==> src/rtl/counter_4bit_pkg.sv <==
// Shared definitions for cascadable counter stages: default stage width and count type.
package counter_4bit_pkg;

    localparam int COUNT_WIDTH = 4;

    typedef logic [COUNT_WIDTH-1:0] count_t;

endpackage

==> src/rtl/counter_4bit.sv <==
// Synchronous modulo-(MAX+1) up-counter with count enable and combinational carry out,
// intended to be chained cout -> cin with all stages on one clock.
module counter_4bit
    import counter_4bit_pkg::*;
#(
    parameter int WIDTH = COUNT_WIDTH,
    parameter longint unsigned MAX = (64'd1 << WIDTH) - 64'd1
) (
    input  logic             clk,
    input  logic             reset,
    input  logic             cin,
    output logic [WIDTH-1:0] q,
    output logic             cout
);

    if (WIDTH < 1 || WIDTH > 32) begin : g_bad_width
        $error("counter_4bit: WIDTH must be in 1..32");
    end

    if (MAX < 64'd1 || MAX > ((64'd1 << WIDTH) - 64'd1)) begin : g_bad_max
        $error("counter_4bit: MAX must be in 1..2**WIDTH-1");
    end

    localparam logic [WIDTH-1:0] MAX_Q = MAX[WIDTH-1:0];

    // Using >= rather than == lets an out-of-range power-up value recover to 0.
    always_ff @(posedge clk) begin
        if (!reset) begin
            q <= '0;
        end else if (cin) begin
            if (q >= MAX_Q) begin
                q <= '0;
            end else begin
                q <= q + WIDTH'(1);
            end
        end
    end

    assign cout = cin & (q == MAX_Q);

`ifndef SYNTHESIS
    logic seen_reset = 1'b0;

    always_ff @(posedge clk) begin
        if (!reset) begin
            seen_reset <= 1'b1;
        end
    end

    a_q_in_range: assert property (@(posedge clk) seen_reset |-> (q <= MAX_Q));
`endif

endmodule

==> config.mk <==
export PLATFORM = sky130hd
export DESIGN_NAME = counter_4bit
export DESIGN_NICKNAME = d
export VERILOG_FILES = /design/src/rtl/counter_4bit_pkg.sv /design/src/rtl/counter_4bit.sv
export SDC_FILE = /design/constraint.sdc
export NUM_CORES = 1
export LEC_CHECK = 0
export BUFFER_PORTS_ARGS = -buffer_cell sky130_fd_sc_hd__buf_4
export CORE_AREA = 4 4 41 43
export CTS_BUF_LIST = sky130_fd_sc_hd__clkbuf_16
export DETAILED_ROUTE_END_ITERATION = 7
export DIE_AREA = 0 0 45 47
export SLEW_MARGIN = 20
export SYNTH_ARGS = -nofsm -noshare
export SYNTH_HDL_FRONTEND = slang
export SYNTH_SLANG_ARGS = --single-unit
==> constraint.sdc <==
create_clock -name clk -period 1.31 [get_ports clk]
set_input_delay 0.0655 -clock clk [delete_from_list [all_inputs] [get_ports clk]]
set_output_delay 0.0655 -clock clk [all_outputs]
set_load 0.05 [all_outputs]
==> impl_metrics.tcl, run 1 <==
set metrics [dict create \
    busiest_layer "met2" \
    hold_class "in2reg" \
    drv.max_cap_violation_count 0 \
    crit_family "flip-flops" \
    grt_pass1_wl_um 793 \
    period_minus_slack_ns 1.224 \
    routedWlPerCell_um 9.340 \
    dp.cells 44 \
    finalMaxSlewViolations 0 \
    syn_nets 26 \
    grt_setup_unrepaired "no" \
    fill_cells 149 \
    drtIter0Drc 1 \
    max_slew_margin_pct 91.79 \
    clk_latency_ns 0.22 \
    max_freq_ghz 0.8169 \
    vias_per_cell 3.872 \
    cts_sinks 4 \
    cp_max_fo 6 \
    yosysWarnings 0 \
    path_buf_inv 1 \
    synth.most_common_cell "dfxtp_1" \
    finClkSkew_ns 0.0006757 \
    die_x_um 45 \
    grt_max_degree 7 \
    dr.pass1.iters 2 \
    power_density_nw_per_um2 1854 \
    synth_area_um2 195.2 \
    grtUsageMet2_pct 7.627 \
    largest_register "q" \
    clockRootBuffer "clkbuf_16" \
    synth_area_leaders "dfxtp_1, ha_1, nand2_1" \
    ctsResizeCount 0 \
    postCtsHoldBufs 0 \
    cts_max_level 1 \
    ys_top_cells_by_count "dfxtp_1, nand2_1" \
    worstMarginPinSlew_ns 0.1197 \
    portBuffers 7 \
    n_antenna_cell 0 \
    design.core.area_um2 1301 \
    slowest_delay_ns 0.36 \
    clock_path_buffers 2 \
    setup_viol 0 \
    overflow 0 \
    nets 38 \
    ir_drop_uv 755.2 \
    initial_core_util_pct 15.00 \
    end_kind "primary output" \
    totalWireLength_um 439 \
    fp.dieArea_um2 2115 \
    antenna_left 0 \
    final_cells 47 \
    p_leak_nw 0.1400 \
    fp.dieH_um 47 \
    drc 0 \
    yosysUniqueCellTypes 17 \
    grt_antenna_before_repair 0 \
    gp_congestion 0.6748 \
    syn2layout_area_growth_pct 82.05 \
    numCtsBuffers 3 \
    grt_pass1_vias 182 \
    start_kind "flop" \
    crit_chain "ha_2, nand2_1, nor2_4, buf_4" \
    p_total_mw 0.6588 \
    fin_setup_tns_ns 0 \
    rows 13 \
    synth_top_cell_by_area "dfxtp_1" \
    status "finished, final reports clean" \
    min_period_over_period_pct 93.45 \
    reg_top3 "q: 4 flops" \
    synth_top_area_share_pct 41.03 \
    crit_required_ns 1.24 \
    grtUsageTotal_pct 6.082 \
    gr-usage-met1_pct 5.682 \
    post_cts_buffers 0 \
    synthCells 22 \
    crit_type "reg2out" \
    cp.arrival_ns 1.16 \
    largest_reg_flops 4 \
    hold_viol_final 0 \
    ys.flop_type "dfxtp_1" \
    fin_util_pct 27.31 \
    io_pins 8 \
    clk_pin_slew_ns 0.03 \
    ys_seq_area_share_pct 41.03 \
    crit_slowest_cell "dfxtp_2" \
    synth.avg_cell_area_um2 8.872 \
    synth-seq-cells 4 \
    synth_edf_count 0 \
    synthArstFlopShare_pct 0 \
    drive_above_1_share_pct 50.00 \
    grt_use_met3_pct 6.130 \
    cts_tree "done" \
    routed-via-count 182 \
]
## logic make-up after synthesis
group | after synthesis | synth area share (%)
DFF | 4 | 41.03
adders and majority gates | 1 | 6.409
xor gates and xnor gates | 1 | 4.488
muxes | 1 | 5.128
AOI/OAI and AO/OA | 4 | 12.82
and+or+nand+nor | 11 | 30.14
## area by class of cell
class,count,area [µm²],area share (%)
multi-input cells,18,125.1,35.21
flip-flops and latches,4,83.83,23.59
clock buffers,3,75.07,21.13
repair buffers,7,52.55,14.79
well taps,15,18.77,5.282
## final timing paths
kind	endpoint	slack (ns)	cells after the start	from
setup / recovery	cout	0.09	4	q[0]
hold / removal	q[2]	0.07	2	reset
hold reg to reg	q[3]	0.51	2	q[3]
setup reg to reg	q[2]	0.28	4	q[0]
## per-layer routing
metal / vias up / wire length (µm)
li1: 95 / -
met1: 76 / 186
met2: 9 / 173
met3: 2 / 66
met4: 0 / 12
met5: - / 0
## through the flow
step	worst slack (ns)	instance area [µm²]	hold WS (ns)
final	0.08584	355.3	0.07237
after detailed placement	0.2581	277.8	0.3047
after global routing	0.01198	355.3	0.08906
after global placement	0.2709	277.8	0.3027
after floorplan	0.09552	206.4	0.1871
after CTS	0.04598	352.8	0.07443
## cell usage in the layout, fill, tap and decap left out, drive strengths merged
master	netlist	layout
mux2i	1	1
clkbuf	0	3
a21oi	1	1
and2	1	1
nor2	1	1
o21ai	1	1
or3	1	1
xnor2	1	1
nand3	1	1
nand3b	1	1
nand2	4	4
nor2b	1	1
nand2b	1	1
buf	0	7
ha	1	1
a21boi	2	2
dfxtp	4	4
## where the power goes
group / switching (mW) / leakage [nW] / internal [mW]
registers: 0.00664 / 0.0338 / 0.129
logic: 0.0277 / 0.0692 / 0.0194
clock network: 0.0862 / 0.0370 / 0.390
total: 0.121 / 0.140 / 0.538
Power figures use the tool's default switching activity.
==> run 2, diff against run 1 <==
REMOVE_ABC_BUFFERS = 1   (was unset)
==> run 2 against run 1 <==
- utilization fell by 0.38 points
- die area did not move
- first-iteration DRC count fell by 100%
- non-clock buffer count did not move
- final area fell by 1.4%
- worst setup slack improved by 0.022 ns
- clock power barely moved
- power barely moved
- critical endpoint unchanged
==> impl_metrics.tcl, run 2 (synthesis results as in run 1) <==
set metrics [dict create \
    routed-via-count 185 \
    antenna_left 0 \
    min_period_over_period_pct 91.76 \
    die_x_um 45 \
    fp.dieArea_um2 2115 \
    clockRootBuffer "clkbuf_16" \
    design.core.area_um2 1301 \
    fin_util_pct 26.92 \
    drv.max_cap_violation_count 0 \
    fill_cells 144 \
    hpwl_um 308.5 \
    p_comb_share_pct 7.2 \
    hp-start "reset" \
    drive_above_1_share_pct 43.75 \
    grt_pass1_vias 162 \
    crit_required_ns 1.24 \
    crit_type "reg2out" \
    hold_viol_final 0 \
    finClkSkew_ns 0.001473 \
    reg2reg_slack_ns 0.29 \
    final_common_cell "buf_4" \
    cp_max_fo 6 \
    max_slew_margin_pct 88.30 \
    internal_power_mw 0.5380 \
    fp.dieH_um 47 \
    clk_pin_slew_ns 0.03 \
    cts_sinks 4 \
    largest_reg_flops 4 \
    nets 38 \
    crit-reg2reg-launch "q[0]" \
    vias_per_cell 3.936 \
    routedWlPerCell_um 9.723 \
    initial_core_util_pct 15.00 \
    grtUsageTotal_pct 5.380 \
    syn2layout_area_growth_pct 79.49 \
    grt_max_degree 7 \
    numCtsBuffers 3 \
    grt_pass1_wl_um 696 \
    reg_top3 "q: 4 flops" \
    start_kind "flop" \
    min_path_cells 2 \
    clock_path_buffers 2 \
    ir_drop_uv 1047 \
    power_density_nw_per_um2 1879 \
    switching_share_pct 18.25 \
    reg2reg_depth 4 \
    clk_latency_ns 0.22 \
    worstMarginPinSlew_ns 0.1753 \
    io_pins 8 \
    p_leak_nw 0.1401 \
    cp.arrival_ns 1.14 \
    totalWireLength_um 457 \
    setup_viol 0 \
    hold_class "in2reg" \
    largest_register "q" \
    overflow 0 \
    holdPathEnd "q[2]" \
    cts_tree "done" \
    gp_congestion 0.7499 \
    clock_power_share_pct 72.2 \
    switchingPower_mw 0.1201 \
    rows 13 \
    drc 0 \
    end_kind "primary output" \
    period_minus_slack_ns 1.202 \
    grt_setup_unrepaired "no" \
    n_antenna_cell 0 \
    finalMaxSlewViolations 0 \
    fin_hold_ws_ns 0.07362 \
    max_freq_ghz 0.8319 \
    r2r_end "q[2]" \
    drtIter0Drc 0 \
    layout_common_cells "buf_4, nand2_1, clkbuf_16" \
    dr.pass1.iters 1 \
    power.share.sequential_pct 20.5 \
    portBuffers 7 \
    cts_max_level 1 \
    status "finished, final reports clean" \
    grt_antenna_before_repair 0 \
]
==> run 2: cell counts in the layout (fill, tap and decap cells not counted) <==
No cell type changed its count.
==> run 2: power by group through the flow <==
stage,Sequential (mW),Combinational [mW],Clock [mW]
detailed placement,0.136,0.0474,0
global placement,0.136,0.0468,0
finish,0.135,0.0477,0.475
CTS,0.134,0.0478,0.488
floorplan,0.152,0.0128,0
global route,0.136,0.0519,0.495
==> run 2: area by class of cell <==
| class | count | area [µm²] | area share (%) |
|---|---|---|---|
| Sequential cell | 4 | 82.58 | 23.57 |
| Timing Repair Buffer | 7 | 56.30 | 16.07 |
| Tap cell | 15 | 18.77 | 5.357 |
| Clock buffer | 3 | 75.07 | 21.43 |
| Multi-Input combinational cell | 18 | 117.6 | 33.57 |
==> run 2: worst max path at each step <==
stage	endpoint	slack (ns)	from
floorplan	cout	-0.45	q[0]
global placement	q[2]	0.21	q[0]
detailed placement	q[2]	0.21	q[0]
CTS	cout	0.01	q[0]
global route	cout	0.03	q[0]
finish	cout	0.11	q[0]
==> run 2: timing repair <==
| action | CTS | global route |
|---|---|---|
| hold buffers | 0 | 0 |
| gates resized for setup | 0 | 4 |
| buffers inserted | 0 | 0 |
| endpoints found under the setup margin | 0 | 1 |
==> run 2: worst max-delay path: stages (launching register included) <==
cell	delay [ns]
dfxtp_2	0.36
ha_2	0.22
nand2_1	0.06
nor2_1	0.11
buf_6	0.17
==> run 2: routing by layer <==
layer / global-route usage [%] / routed length [µm] / part of all wire, %
met1: 5.251 / 221 / 48
met2: 5.932 / 151 / 33
met3: 8.046 / 84 / 18
met4: 1.754 / 0 / 0
met5: 0 / 0 / 0
==> run 2: metrics by stage <==
| step | instance area (µm²) | power (mW) | TNS [ns] | std cells | worst slack (ns) |
|---|---|---|---|---|---|
| after floorplan | 195.2 | 0.1649 | -0.6250 | 22 | -0.4516 |
| after global placement | 266.5 | 0.1825 | 0 | 44 | 0.2120 |
| after detailed placement | 266.5 | 0.1833 | 0 | 44 | 0.2114 |
| after CTS | 341.6 | 0.6706 | 0 | 47 | 0.009814 |
| after global routing | 350.3 | 0.6830 | 0 | 47 | 0.02725 |
| final | 350.3 | 0.6582 | 0 | 47 | 0.1080 |
